===== config.mk =====
export PLATFORM = sky130hd
export DESIGN_NAME = mv_uart_gen2
export DESIGN_NICKNAME = d
export VERILOG_FILES = /design/src/rtl/mv_uart_gen2.sv
export SDC_FILE = /design/constraint.sdc
export NUM_CORES = 1
export LEC_CHECK = 0
export BUFFER_PORTS_ARGS = -buffer_cell sky130_fd_sc_hd__buf_4
export CAP_MARGIN = 10
export CORE_UTILIZATION = 35
export CTS_CLUSTER_DIAMETER = 40
export CTS_CLUSTER_SIZE = 16
export DETAILED_ROUTE_END_ITERATION = 10
export MAX_ROUTING_LAYER = met4
export PLACE_DENSITY_LB_ADDON = 0.15
export SYNTH_ARGS = -nofsm -noshare
export SYNTH_HDL_FRONTEND = slang
export SYNTH_SLANG_ARGS = --single-unit

===== constraint.sdc =====
create_clock -name clock -period 3.7 [get_ports clock]
set_clock_uncertainty 0.15 [all_clocks]
set_input_delay 0.185 -clock clock [delete_from_list [all_inputs] [get_ports clock]]
set_output_delay 0.185 -clock clock [all_outputs]
set_load 0.01 [all_outputs]

===== src/rtl/mv_uart_gen2.sv =====
// Parametrised full-duplex UART: synchronous TX FIFO, LSB-first framing, RX with 2-flop sync,
// false-start rejection and framing errors. Parity is compiled in with `define MV_UART_PARITY_EN.
`timescale 1ns/1ps
module mv_uart_gen2 #(
  parameter int CLKS_PER_BIT = 16,
  parameter int DATA_BITS    = 8,
  parameter int STOP_BITS    = 1,
  parameter int TX_DEPTH     = 4,
  parameter int PARITY_ODD   = 0
) (
  input  logic                        clock,
  input  logic                        reset,
  input  logic [DATA_BITS-1:0]        tx_data,
  input  logic                        tx_req,
  output logic                        tx_ready,
  output logic                        tx_drop,
  output logic                        tx_busy,
  output logic [$clog2(TX_DEPTH):0]   tx_level,
  output logic [DATA_BITS-1:0]        rx_data,
  output logic                        rx_strobe,
  output logic                        rx_frame_err,
  output logic                        rx_parity_err,
  output logic                        txd,
  input  logic                        rxd
);
  localparam int AW = $clog2(TX_DEPTH);
  localparam int CW = $clog2(2*CLKS_PER_BIT);
  localparam int BW = $clog2(DATA_BITS);
  localparam logic [CW-1:0] BIT_END  = CW'(CLKS_PER_BIT-1);
  localparam logic [CW-1:0] STOP_END = CW'(STOP_BITS*CLKS_PER_BIT-1);
  localparam logic [CW-1:0] HALF     = CW'(CLKS_PER_BIT/2);
  localparam logic [BW-1:0] LAST_BIT = BW'(DATA_BITS-1);
`ifdef MV_UART_PARITY_EN
  localparam logic PAR_ODD = (PARITY_ODD != 0);
`endif

  typedef enum logic [2:0] {
    T_IDLE, T_START, T_DATA,
`ifdef MV_UART_PARITY_EN
    T_PARITY,
`endif
    T_STOP
  } tx_state_t;

  typedef enum logic [2:0] {
    R_IDLE, R_START, R_DATA,
`ifdef MV_UART_PARITY_EN
    R_PARITY,
`endif
    R_STOP, R_BREAK
  } rx_state_t;

  // ---------------- TX FIFO ----------------
  logic [DATA_BITS-1:0] fifo_mem [TX_DEPTH];
  logic [AW-1:0]        wr_ptr, rd_ptr;
  logic [AW:0]          fifo_cnt;
  logic                 full, empty, push, pop;

  assign full     = (fifo_cnt == (AW+1)'(TX_DEPTH));
  assign empty    = (fifo_cnt == '0);
  assign push     = tx_req & ~full;
  assign tx_ready = ~full;
  assign tx_level = fifo_cnt;

  always_ff @(posedge clock) begin
    if (reset) begin
      wr_ptr   <= '0;
      rd_ptr   <= '0;
      fifo_cnt <= '0;
      tx_drop  <= 1'b0;
    end else begin
      if (push) begin
        fifo_mem[wr_ptr] <= tx_data;
        wr_ptr <= wr_ptr + 1'b1;
      end
      if (pop) rd_ptr <= rd_ptr + 1'b1;
      fifo_cnt <= fifo_cnt + (AW+1)'(push) - (AW+1)'(pop);
      // a full FIFO rejects even if the FSM pops in the same cycle
      tx_drop  <= tx_req & full;
    end
  end

  // ---------------- TX FSM ----------------
  tx_state_t            tx_st, tx_st_d;
  logic [CW-1:0]        tx_cnt, tx_cnt_d;
  logic [BW-1:0]        tx_bit, tx_bit_d;
  logic [DATA_BITS-1:0] tx_sh, tx_sh_d;
  logic                 txd_d;
`ifdef MV_UART_PARITY_EN
  logic                 tx_par, tx_par_d;
`endif

  always_ff @(posedge clock) begin
    if (reset) begin
      tx_st  <= T_IDLE;
      tx_cnt <= '0;
      tx_bit <= '0;
      tx_sh  <= '0;
      txd    <= 1'b1;
`ifdef MV_UART_PARITY_EN
      tx_par <= 1'b0;
`endif
    end else begin
      tx_st  <= tx_st_d;
      tx_cnt <= tx_cnt_d;
      tx_bit <= tx_bit_d;
      tx_sh  <= tx_sh_d;
      txd    <= txd_d;
`ifdef MV_UART_PARITY_EN
      tx_par <= tx_par_d;
`endif
    end
  end

  always_comb begin
    tx_st_d  = tx_st;
    tx_cnt_d = tx_cnt + 1'b1;
    tx_bit_d = tx_bit;
    tx_sh_d  = tx_sh;
    txd_d    = txd;
    pop      = 1'b0;
`ifdef MV_UART_PARITY_EN
    tx_par_d = tx_par;
`endif
    case (tx_st)
      T_IDLE: begin
        tx_cnt_d = '0;
        txd_d    = 1'b1;
        if (!empty) begin
          pop = 1'b1; txd_d = 1'b0; tx_st_d = T_START;
        end
      end
      T_START: if (tx_cnt == BIT_END) begin
        tx_cnt_d = '0; tx_bit_d = '0; txd_d = tx_sh[0]; tx_st_d = T_DATA;
      end
      T_DATA: if (tx_cnt == BIT_END) begin
        tx_cnt_d = '0;
        if (tx_bit == LAST_BIT) begin
`ifdef MV_UART_PARITY_EN
          txd_d = tx_par; tx_st_d = T_PARITY;
`else
          txd_d = 1'b1; tx_st_d = T_STOP;
`endif
        end else begin
          tx_bit_d = tx_bit + 1'b1;
          tx_sh_d  = tx_sh >> 1;
          txd_d    = tx_sh[1];
        end
      end
`ifdef MV_UART_PARITY_EN
      T_PARITY: if (tx_cnt == BIT_END) begin
        tx_cnt_d = '0; txd_d = 1'b1; tx_st_d = T_STOP;
      end
`endif
      T_STOP: if (tx_cnt == STOP_END) begin
        tx_cnt_d = '0;
        // back-to-back: next start bit follows the stop bit with no idle gap
        if (!empty) begin
          pop = 1'b1; txd_d = 1'b0; tx_st_d = T_START;
        end else begin
          txd_d = 1'b1; tx_st_d = T_IDLE;
        end
      end
      default: tx_st_d = T_IDLE;
    endcase
    if (pop) begin
      tx_sh_d = fifo_mem[rd_ptr];
`ifdef MV_UART_PARITY_EN
      tx_par_d = (^fifo_mem[rd_ptr]) ^ PAR_ODD;
`endif
    end
  end

  assign tx_busy = (tx_st != T_IDLE) | ~empty;

  // ---------------- RX ----------------
  logic                 rx_s1, rx_s2;
  rx_state_t            rx_st, rx_st_d;
  logic [CW-1:0]        rx_cnt, rx_cnt_d;
  logic [BW-1:0]        rx_bit, rx_bit_d;
  logic [DATA_BITS-1:0] rx_sh, rx_sh_d, rx_data_d;
  logic                 rx_strobe_d, rx_ferr_d;
`ifdef MV_UART_PARITY_EN
  logic                 rx_pbit, rx_pbit_d, rx_perr_d;
`endif

  always_ff @(posedge clock) begin
    if (reset) begin
      rx_s1        <= 1'b1;
      rx_s2        <= 1'b1;
      rx_st        <= R_IDLE;
      rx_cnt       <= '0;
      rx_bit       <= '0;
      rx_sh        <= '0;
      rx_data      <= '0;
      rx_strobe    <= 1'b0;
      rx_frame_err <= 1'b0;
`ifdef MV_UART_PARITY_EN
      rx_pbit       <= 1'b0;
      rx_parity_err <= 1'b0;
`endif
    end else begin
      rx_s1        <= rxd;
      rx_s2        <= rx_s1;
      rx_st        <= rx_st_d;
      rx_cnt       <= rx_cnt_d;
      rx_bit       <= rx_bit_d;
      rx_sh        <= rx_sh_d;
      rx_data      <= rx_data_d;
      rx_strobe    <= rx_strobe_d;
      rx_frame_err <= rx_ferr_d;
`ifdef MV_UART_PARITY_EN
      rx_pbit       <= rx_pbit_d;
      rx_parity_err <= rx_perr_d;
`endif
    end
  end

  always_comb begin
    rx_st_d     = rx_st;
    rx_cnt_d    = rx_cnt + 1'b1;
    rx_bit_d    = rx_bit;
    rx_sh_d     = rx_sh;
    rx_data_d   = rx_data;
    rx_strobe_d = 1'b0;
    rx_ferr_d   = 1'b0;
`ifdef MV_UART_PARITY_EN
    rx_pbit_d   = rx_pbit;
    rx_perr_d   = 1'b0;
`endif
    case (rx_st)
      R_IDLE: begin
        rx_cnt_d = '0;
        if (!rx_s2) rx_st_d = R_START;
      end
      // re-check at mid start bit; a high line here was a glitch
      R_START: if (rx_cnt == HALF) begin
        rx_cnt_d = '0; rx_bit_d = '0;
        rx_st_d  = rx_s2 ? R_IDLE : R_DATA;
      end
      R_DATA: if (rx_cnt == BIT_END) begin
        rx_cnt_d = '0;
        rx_sh_d  = {rx_s2, rx_sh[DATA_BITS-1:1]};
        if (rx_bit == LAST_BIT) begin
`ifdef MV_UART_PARITY_EN
          rx_st_d = R_PARITY;
`else
          rx_st_d = R_STOP;
`endif
        end else begin
          rx_bit_d = rx_bit + 1'b1;
        end
      end
`ifdef MV_UART_PARITY_EN
      R_PARITY: if (rx_cnt == BIT_END) begin
        rx_cnt_d = '0; rx_pbit_d = rx_s2; rx_st_d = R_STOP;
      end
`endif
      R_STOP: if (rx_cnt == BIT_END) begin
        rx_cnt_d = '0;
        if (rx_s2) begin
          rx_data_d   = rx_sh;
          rx_strobe_d = 1'b1;
`ifdef MV_UART_PARITY_EN
          rx_perr_d   = rx_pbit ^ (^rx_sh) ^ PAR_ODD;
`endif
          rx_st_d     = R_IDLE;
        end else begin
          rx_ferr_d = 1'b1;
          rx_st_d   = R_BREAK;
        end
      end
      R_BREAK: if (rx_s2) rx_st_d = R_IDLE;
      default: rx_st_d = R_IDLE;
    endcase
  end

`ifndef MV_UART_PARITY_EN
  assign rx_parity_err = 1'b0;
`endif

endmodule

==> results.toml, run 1 <==
[sta]
grt_setup_unrepaired = "false"
finalSetupViolations = 0
min_period_ns = 2.771
fmaxAchievable_mhz = 360.9
final_max_slew_viol_count = 0
worst_pin_slew_ns = 0.7589
fin_worst_hold_slack_ns = 0.1688
timing.final.crit_share_pct = 74.90
setup_ws_ns = 0.9288
relSlewSlack_pct = 49.30
hold_viol = 0
setup_tns_ns = 0

[setup_path]
max_stage_delay_ns = 0.38
critical_path_class = "reg2reg"
end_kind = "flop"
required_ns = 3.77
crit_path_frequent_cell = "ha_1"
critPathLaunchType = "flop"
cp.arrival_ns = 2.84
critPathMaxFanout = 3
crit_slowest_cell = "or3_1"
crit_chain = "ha_1, and3_1, ha_1, a21oi_1, or3_1, xor2_1, ha_1, fa_1, xnor2_1, xnor2_1, nor2_1"

[clock_network]
cts_tree = "yes"
clockRootBuffer = "clkbuf_16"
cts.sinks = 92
htree_num_levels = 3
clock_latency_ns = 0.35
cts_resized = 0
clkTransAtPathRegs_ns = 0.07
clk_path_buf_depth = 2
cts-buffers-inserted = 9

[status]
status = "finished clean"

[synth]
synthAdderAreaFrac_pct = 6.786
synth_compound_area_share_pct = 7.226
synth_area_leaders = "dfxtp_1 30%, edfxtp_1 24%, ha_1 6.3%"
netlist_instances = 342
yosys.area_share.simple_pct = 15.21
synth-main-ff-cell = "dfxtp_1"
yosysWarnings = 0
yosys.area_share.xor_xnor_pct = 2.199
syn-cell-area_mm2 = 0.003983
ys_seq_area_share_pct = 54.29
yosys.area.top_type = "dfxtp_1"
synth_cell_type_count = 51
syn_area_per_cell_um2 = 11.64
ys_seq_elements = 92
synth_edf_count = 32
synth_nets = 375
synth_top_family_by_area = "simple AND/OR/NAND/NOR gates"
synth_top_area_share_pct = 30.16
async_reset_ff_share_pct = 0
synthMuxAreaShare_pct = 9.802

[route]
via_count = 2444
drt_iter0_drc = 120
final_antenna_net_count = 0
drcViolationCount = 0
finalWirelength_mm = 7.019
dr.pass1.iters = 6
vias_per_cell = 4.709
avgRoutedWirePerCell_um = 13.52

[pwr]
p_int_mw = 1.963
p_comb_share_pct = 21.3
power_density_mw_per_mm2 = 587.5
p_clk_share_pct = 34.2
p_sw_uw = 783.9
seqPwrFrac_pct = 44.5
ir_worst_vdd_mv = 0.3209
p_sw_share_pct = 28.53
p_leak_nw = 1.759

[grt]
track_usage_pct = 13.42
grt_start_max_net_pins = 56
grt-ovfl-total = 0
antenna_found_initial = 0
grt_pass1_wl_mm = 11.44
grt_pass1_vias = 2402

[floorplanning]
initial_utilization_pct = 36.26
boundaryPins = 30
core_mm2 = 0.01098
die-height_um = 108.7
die_w_um = 108.7
row_count = 38
die_area_mm2 = 0.01181

[final_layout]
multi_input_area_mm2 = 0.001645
final_net_count = 407
final_common_cell = "dfxtp_1"
drive_gt1_share_pct = 18.73
antenna_cells = 0
layout_common_cells = "60 x dfxtp_1, 45 x nor2_1, 32 x edfxtp_1"
fill_cells = 1024
final_cells = 519
syn_to_final_growth_pct = 17.40
register_area_mm2 = 0.002162

[hold_path]
min_path_type = "in2reg"

[placement]
place.gp.congestion = 0.7096
dp_slack_ns = 0.9430
io_buffers = 28
hpwl_mm = 4.531
dp_cells = 493

[job]
drv_cap = 0
-- worst max-delay path, delay by kind of cell, from the launching register on --
kind | cells | cell delay, ns
adder cells (fa/ha/maj) | 4 | 0.95
AND/OR/NAND/NOR | 3 | 0.62
XOR/XNOR | 3 | 0.49
flip-flops | 1 | 0.35
AO/OA/AOI/OAI | 1 | 0.09
-- power by group through the flow --
stage	clock [mW]	sequential, mW	combinational (mW)
CTS	0.968	1.23	0.594
global route	0.999	1.24	0.653
detailed placement	0	1.25	0.583
global placement	0	1.25	0.581
floorplan	0	1.21	0.494
finish	0.938	1.22	0.585
-- metal layers --
layer | up-vias | track usage (%) | wire length (um)
li1 | 1261 | - | -
met4 | 0 | 8.108 | 183
met5 | - | - | 0
met3 | 13 | 3.407 | 167
met2 | 27 | 20.48 | 3229
met1 | 1143 | 15.93 | 3440
-- area by class of cell --
cell class,instances,share of cell area (%)
clock buffers,10,4.897
clock inverters,6,1.525
inverters,18,1.445
multi-input cells,213,35.19
flip-flops and latches,92,46.24
well taps,140,3.746
repair buffers,40,6.957
-- metrics by stage --
step	power, mW	utilization, %	cell area (um^2)
2_1_floorplan	1.709	-	3983
3_3_place_gp	1.827	38.93	4275
3_5_place_dp	1.831	38.93	4275
4_1_cts	2.789	42.57	4676
5_1_grt	2.888	42.57	4676
6_report	2.747	42.57	4676
-- final timing paths --
path	depth (start not counted)	startpoint	to	slack (ns)
setup / recovery	11	tx_cnt[0]$_SDFF_PP0_	tx_level[2]$_SDFF_PP0_	0.93
hold / removal	2	reset	rx_data[7]$_SDFFE_PP0P_	0.17
setup reg to reg	11	tx_cnt[0]$_SDFF_PP0_	tx_level[2]$_SDFF_PP0_	0.93
hold reg to reg	1	rx_s1$_SDFF_PP1_	rx_s2$_SDFF_PP1_	0.27
-- sequential cells by signal, summed over array words and instances (netlist names), named ones only --
name,cells
fifo_mem,32
rd_ptr,2
rx_bit,3
rx_cnt,5
rx_data,8
rx_frame_err,1
rx_s1,1
rx_s2,1
rx_sh,8
rx_st,3
rx_strobe,1
tx_bit,3
tx_cnt,5
tx_drop,1
tx_level,3
tx_sh,8
tx_st,2
txd,1
wr_ptr,2
-- timing repair --
action,CTS,global route
setup endpoints to repair,0,0
buffers inserted,0,0
hold buffers,10,0
hold endpoints to repair,35,0
-- synthesized netlist by cell type, drive strengths merged (4+ instances only) --
master and n:
o21ai 6, dfxtp 60, mux4 8, nor2 45
nand2 18, and2 6, nor2b 6, mux2i 21
xor2 4, a21oi 7, buf 14, edfxtp 32
nand3 15, nor3 5, ha 20, a311oi 7
xnor2 6, nand2b 5, clkbuf 5, inv 18
-- logic make-up after synthesis --
family	after synthesis
AOI/OAI and AO/OA	33
buffers and inverters	37
adders and majority gates	21
DFF	92
other	1
and+or+nand+nor	119
xor gates and xnor gates	10
muxes	29
(Power assumes the default switching activity.)
==> run 2, diff against run 1 <==
--- a/config.mk
+++ b/config.mk
@@ -5,6 +5,7 @@
 export SDC_FILE = /design/constraint.sdc
 export NUM_CORES = 1
 export LEC_CHECK = 0
+export ABC_AREA = 1
 export BUFFER_PORTS_ARGS = -buffer_cell sky130_fd_sc_hd__buf_4
 export CAP_MARGIN = 10
 export CORE_UTILIZATION = 35
==> constraint.sdc (replaced) <==
create_clock -name clock -period 2.87 [get_ports clock]
set_clock_uncertainty 0.15 [all_clocks]
set_input_delay 0.1435 -clock clock [delete_from_list [all_inputs] [get_ports clock]]
set_output_delay 0.1435 -clock clock [all_outputs]
set_load 0.01 [all_outputs]
==> results.toml, run 2 <==
[status]
status = "finished clean"

[clock_network]
cts_resized = 0
clockRootBuffer = "clkbuf_16"
cts_tree = "yes"
cts-buffers-inserted = 9
cts.sinks = 92
hold_buffers = 11
cts_setup_buffers = 0
clk_path_buf_depth = 2
clkTransAtPathRegs_ns = 0.07
htree_num_levels = 3
clock_latency_ns = 0.34

[grt]
grt_start_max_net_pins = 20
track_usage_pct = 14.71
grt_pass1_wl_mm = 13.77
grt-ovfl-total = 0
grt_pass1_vias = 2940
antenna_found_initial = 0

[setup_path]
required_ns = 2.94
reg2reg_from = "tx_cnt[0]$_SDFF_PP0_"
startpoint = "tx_cnt[0]$_SDFF_PP0_"
critPathLaunchType = "flop"
endpoint = "tx_level[2]$_SDFF_PP0_"
end_kind = "flop"
critical_path_class = "reg2reg"
cp.arrival_ns = 2.50
critPathMaxFanout = 9
r2r-end = "tx_level[2]$_SDFF_PP0_"
regToRegSetupSlack_ns = 0.44
ff2ff_path_depth = 14

[sta]
fmaxAchievable_mhz = 411.3
min_period_ns = 2.431
final_max_slew_viol_count = 0
setup_tns_ns = 0
hold_viol = 0
finalSetupViolations = 0
grt_setup_unrepaired = "false"
timing.final.crit_share_pct = 84.72

[final_layout]
top_register = "fifo_mem"
final_net_count = 547
final_common_cell = "nor2_1"
drive_gt1_share_pct = 15.03
layout_common_cells = "68 x nor2_1, 65 x nand2_1, 62 x inv_1"
largest_reg_flops = 32
fin_util_pct = 42.55
syn_to_final_growth_pct = 17.99
antenna_cells = 0

[floorplanning]
die-height_um = 110.5
die_w_um = 110.5
initial_utilization_pct = 36.06
row_count = 39
boundaryPins = 30
core_mm2 = 0.01142
die_area_mm2 = 0.01220

[synth]
synth_cell_type_count = 37
synth_nets = 504
synthMuxAreaShare_pct = 0
yosysMostFrequentCell = "nor2_1"
synth_edf_count = 32
synth_top_area_share_pct = 29.17
netlist_instances = 471
syn-cell-area_mm2 = 0.004118
synth_compound_area_share_pct = 10.45
synthAdderAreaFrac_pct = 6.563
yosysWarnings = 0
yosys.area_share.simple_pct = 20.42
yosys.area_share.xor_xnor_pct = 1.064
ys_seq_area_share_pct = 52.51
synth_area_leaders = "dfxtp_1 29%, edfxtp_1 23%, nor2_1 6.2%"
yosys.area.top_type = "dfxtp_1"
async_reset_ff_share_pct = 0
synth_top_family_by_area = "simple AND/OR/NAND/NOR gates"
synth-main-ff-cell = "dfxtp_1"
synth_top_cells_by_count = "68 x nor2_1, 65 x nand2_1, 62 x inv_1"
syn_area_per_cell_um2 = 8.742
ys_seq_elements = 92

[pwr]
p_sw_share_pct = 35.19
ir_worst_vdd_mv = 0.3925
p_int_mw = 2.709
p_comb_share_pct = 32.0
seqPwrFrac_pct = 40.1
p_sw_mw = 1.471
power_density_mw_per_mm2 = 860.2
p_leak_nw = 2.082
p_clk_share_pct = 27.9

[route]
drcViolationCount = 0
final_antenna_net_count = 0
drt_iter0_drc = 139
via_count = 3027
vias_per_cell = 4.573
finalWirelength_mm = 7.948
dr.pass1.iters = 6
avgRoutedWirePerCell_um = 12.01

[placement]
io_buffers = 28
hpwl_mm = 5.495
place.gp.congestion = 0.7828

[job]
drv_cap = 0

[hold_path]
min_path_type = "reg2reg"
[run 2: changes by cell type after synthesis, sizes merged, moves of 7 or more]
cell / before / now
mux4: 8 / 0
nor2: 45 / 75
a21oi: 7 / 33
nand3: 15 / 31
a311oi: 7 / 0
mux2i: 21 / 0
nand2: 18 / 74
o21ai: 6 / 43
inv: 18 / 67
[run 2: worst min-delay path by stage]
stage / start / endpoint / slack (ns) / depth (start not counted)
global placement: rxd / rx_s1$_SDFF_PP1_ / 0.18 / 2
finish: rx_s1$_SDFF_PP1_ / rx_s2$_SDFF_PP1_ / 0.27 / 1
floorplan: tx_data[0] / fifo_mem[0][0]$_DFFE_PP_ / 0.09 / 0
global route: rx_s1$_SDFF_PP1_ / rx_s2$_SDFF_PP1_ / 0.28 / 1
detailed placement: rxd / rx_s1$_SDFF_PP1_ / 0.18 / 2
CTS: rx_s1$_SDFF_PP1_ / rx_s2$_SDFF_PP1_ / 0.27 / 1
[run 2: cell families (layout without fill, tap and decap cells)]
group           Yosys count  count (layout)
xor+xnor                  5               5
flops                    92              92
buf+inv                  82             130
other cells               1               1
compound gates           82              82
fa+ha+maj                21              21
simple gates            188             188
[run 2: worst max-delay path: stages, from the launching register on]
cell,delay (ns)
dfxtp_1,0.32
ha_1,0.21
nand2_1,0.08
nor2_1,0.05
ha_1,0.18
nand2_1,0.06
nand2_1,0.08
nand3_4,0.15
inv_2,0.05
nand2_1,0.10
nand2_1,0.07
ha_1,0.20
fa_1,0.39
xnor2_1,0.17
nor2_1,0.05
[run 2: final cells by class]
type | count | area [um^2]
Fill cell | 1165 | 6560
Sequential cell | 92 | 2162
Multi-Input combinational cell | 297 | 1589
Timing Repair Buffer | 47 | 380.4
Inverter | 67 | 254.0
Clock buffer | 10 | 229.0
Tap cell | 143 | 178.9
Clock inverter | 6 | 65.06
[run 2: power groups by stage]
stage / Sequential, mW / Clock (mW) / Combinational (mW)
floorplan: 1.66 / 0 / 1.05
global route: 1.71 / 1.25 / 1.56
finish: 1.67 / 1.17 / 1.34
global placement: 1.70 / 0 / 1.32
CTS: 1.68 / 1.21 / 1.36
detailed placement: 1.71 / 0 / 1.34
[run 2: per-layer routing]
layer	routed length [um]	share of wire [%]	global-route usage, %
met1	3870	49	18.27
met2	3749	47	22.98
met5	0	0	-
met3	180	2.3	2.964
met4	148	1.9	6.933
[run 2: through the flow]
step	hold slack [ns]	instance area, um^2	power (mW)	instances	setup WS [ns]
final	0.2666	4858	4.179	662	0.4385
after global routing	0.2769	4858	4.522	662	0.1837
after global placement	0.1786	4454	3.024	635	0.5278
after floorplan	0.09237	4118	2.716	471	0.4657
after CTS	0.2713	4858	4.249	662	0.4110
after detailed placement	0.1810	4454	3.049	635	0.4268
==> run 3, diff against run 2 <==
--- a/config.mk
+++ b/config.mk
@@ -5,7 +5,7 @@
 export SDC_FILE = /design/constraint.sdc
 export NUM_CORES = 1
 export LEC_CHECK = 0
-export ABC_AREA = 1
+export ABC_AREA = 0
 export BUFFER_PORTS_ARGS = -buffer_cell sky130_fd_sc_hd__buf_4
 export CAP_MARGIN = 10
 export CORE_UTILIZATION = 35
==> constraint.sdc (replaced) <==
create_clock -name clock -period 2.41 [get_ports clock]
set_clock_uncertainty 0.15 [all_clocks]
set_input_delay 0.1205 -clock clock [delete_from_list [all_inputs] [get_ports clock]]
set_output_delay 0.1205 -clock clock [all_outputs]
set_load 0.01 [all_outputs]
==> results.toml, run 3 (synthesis gave the netlist of run 1 again) <==
[clock_network]
clockRootBuffer = "clkbuf_16"
clk_path_buf_depth = 2
cts-buffers-inserted = 9
cts_tree = "yes"
clock_latency_ns = 0.34
cts.sinks = 92
htree_num_levels = 3
clkTransAtPathRegs_ns = 0.06

[sta]
setup_ws_ns = -0.1022
worst_pin_slew_ns = 0.5560
timing.final.crit_share_pct = 104.2
grt_setup_unrepaired = "true"
fmaxAchievable_mhz = 398.1
finalSetupViolations = 1
final_max_slew_viol_count = 0
hold_viol = 0
fin_worst_hold_slack_ns = 0.2646
relSlewSlack_pct = 62.88
min_period_ns = 2.512

[setup_path]
critical_path_class = "reg2reg"
required_ns = 2.47
end_kind = "flop"
cp.arrival_ns = 2.57
critPathLaunchType = "flop"
critPathMaxFanout = 3

[floorplanning]
initial_utilization_pct = 36.26
boundaryPins = 30
die_w_um = 108.7
die-height_um = 108.7
row_count = 38
core_mm2 = 0.01098
die_area_mm2 = 0.01181

[route]
drt_iter0_drc = 112
final_antenna_net_count = 0
finalWirelength_mm = 6.982
vias_per_cell = 4.713
via_count = 2526
avgRoutedWirePerCell_um = 13.03
dr.pass1.iters = 4
drcViolationCount = 0

[final_layout]
syn_to_final_growth_pct = 21.58
top_register = "fifo_mem"
final_common_cell = "dfxtp_1"
fin_util_pct = 44.09
drive_gt1_share_pct = 24.24
largest_reg_flops = 32
layout_common_cells = "58 x dfxtp_1, 45 x nor2_1, 45 x buf_4"
fill_cells = 1036
antenna_cells = 0
final_net_count = 424

[placement]
dp_slack_ns = -0.1406
io_buffers = 28
place.gp.congestion = 0.7340
hpwl_mm = 4.672

[job]
drv_cap = 0

[grt]
grt_pass1_wl_mm = 11.52
antenna_found_initial = 0
track_usage_pct = 13.53
grt_start_max_net_pins = 49
grt-ovfl-total = 0
grt_pass1_vias = 2403

[pwr]
p_leak_nw = 1.837
power_density_mw_per_mm2 = 871.5
ir_worst_vdd_mv = 0.4656

[status]
violations = "negative setup slack"
status = "finished, violations left"

[hold_path]
min_path_type = "reg2reg"
run 3: cell count changes in the layout (fill, tap and decap cells not counted), sizes merged, moves of 5 or more:
cell    delta
inv       -48
a311oi     +7
a21oi     -26
o21ai     -37
nand2     -56
mux4       +8
buf        +9
nor2b      +6
nor2      -30
nand2b     +5
mux2i     +21
nand3     -16
and2       +6
run 3: per-layer routing:
layer	wire length, um	up-vias	part of all wire, %	GRT usage [%]
li1	-	1289	-	-
met1	3374	1201	48	16.39
met2	3289	30	47	20.75
met3	251	6	3.6	4.842
met4	65	0	0.93	4.923
met5	0	-	0	-
run 3: timing repair:
item                                   4_1_cts  5_1_grt
resized for setup                            1        0
setup buffers                                0        1
endpoints found under the hold margin       39        0
setup endpoints to repair                    2        2
hold buffers                                12        0
pin swaps                                    1        0
run 3: critical path, cell delays in order, from the launching register on:
cell and delay, ns:
dfxtp_2 0.35, ha_4 0.14, and3_4 0.19, ha_4 0.13
a21oi_2 0.06, or3_4 0.34, xor2_1 0.15, ha_2 0.18
fa_2 0.35, xnor2_2 0.14, xnor2_1 0.15, nor2_1 0.05
run 3: where the power goes:
part           internal, mW  switching, mW  total (mW)  leakage (nW)
logic                 0.542          0.488        1.03         0.926
registers              1.76          0.118        1.87         0.779
clock network         0.731          0.584        1.32         0.132
total                  3.03           1.19        4.22          1.84
run 3: area by class of cell:
| cell class | count | area, um^2 | area share, % |
|---|---|---|---|
| sequential | 92 | 2165 | 44.70 |
| multi-input combinational | 213 | 1697 | 35.04 |
| timing repair buffer | 57 | 457.9 | 9.457 |
| clock buffer | 11 | 242.7 | 5.013 |
| tap | 140 | 175.2 | 3.618 |
| inverter | 18 | 67.56 | 1.395 |
| clock inverter | 5 | 37.54 | 0.7752 |
run 3: path summary, 6_finish.rpt:
| path | from | end | slack [ns] | cells after the start |
|---|---|---|---|---|
| min reg2reg | rx_s1$_SDFF_PP1_ | rx_s2$_SDFF_PP1_ | 0.26 | 1 |
| max reg2reg | tx_cnt[1]$_SDFF_PP0_ | tx_level[2]$_SDFF_PP0_ | -0.10 | 11 |
| max | tx_cnt[1]$_SDFF_PP0_ | tx_level[2]$_SDFF_PP0_ | -0.10 | 11 |
| min | rx_s1$_SDFF_PP1_ | rx_s2$_SDFF_PP1_ | 0.26 | 1 |
run 3: metrics by stage:
step                std cells  instance area (um^2)  setup TNS, ns  total power, mW
detailed placement        507                  4429        -0.1406            2.934
floorplan                 342                  4031        -0.4670            2.656
CTS                       535                  4835        -0.1226            4.300
finish                    536                  4842        -0.1022            4.220
global route              536                  4842        -0.2399            4.473
global placement          507                  4429        -0.1156            2.927
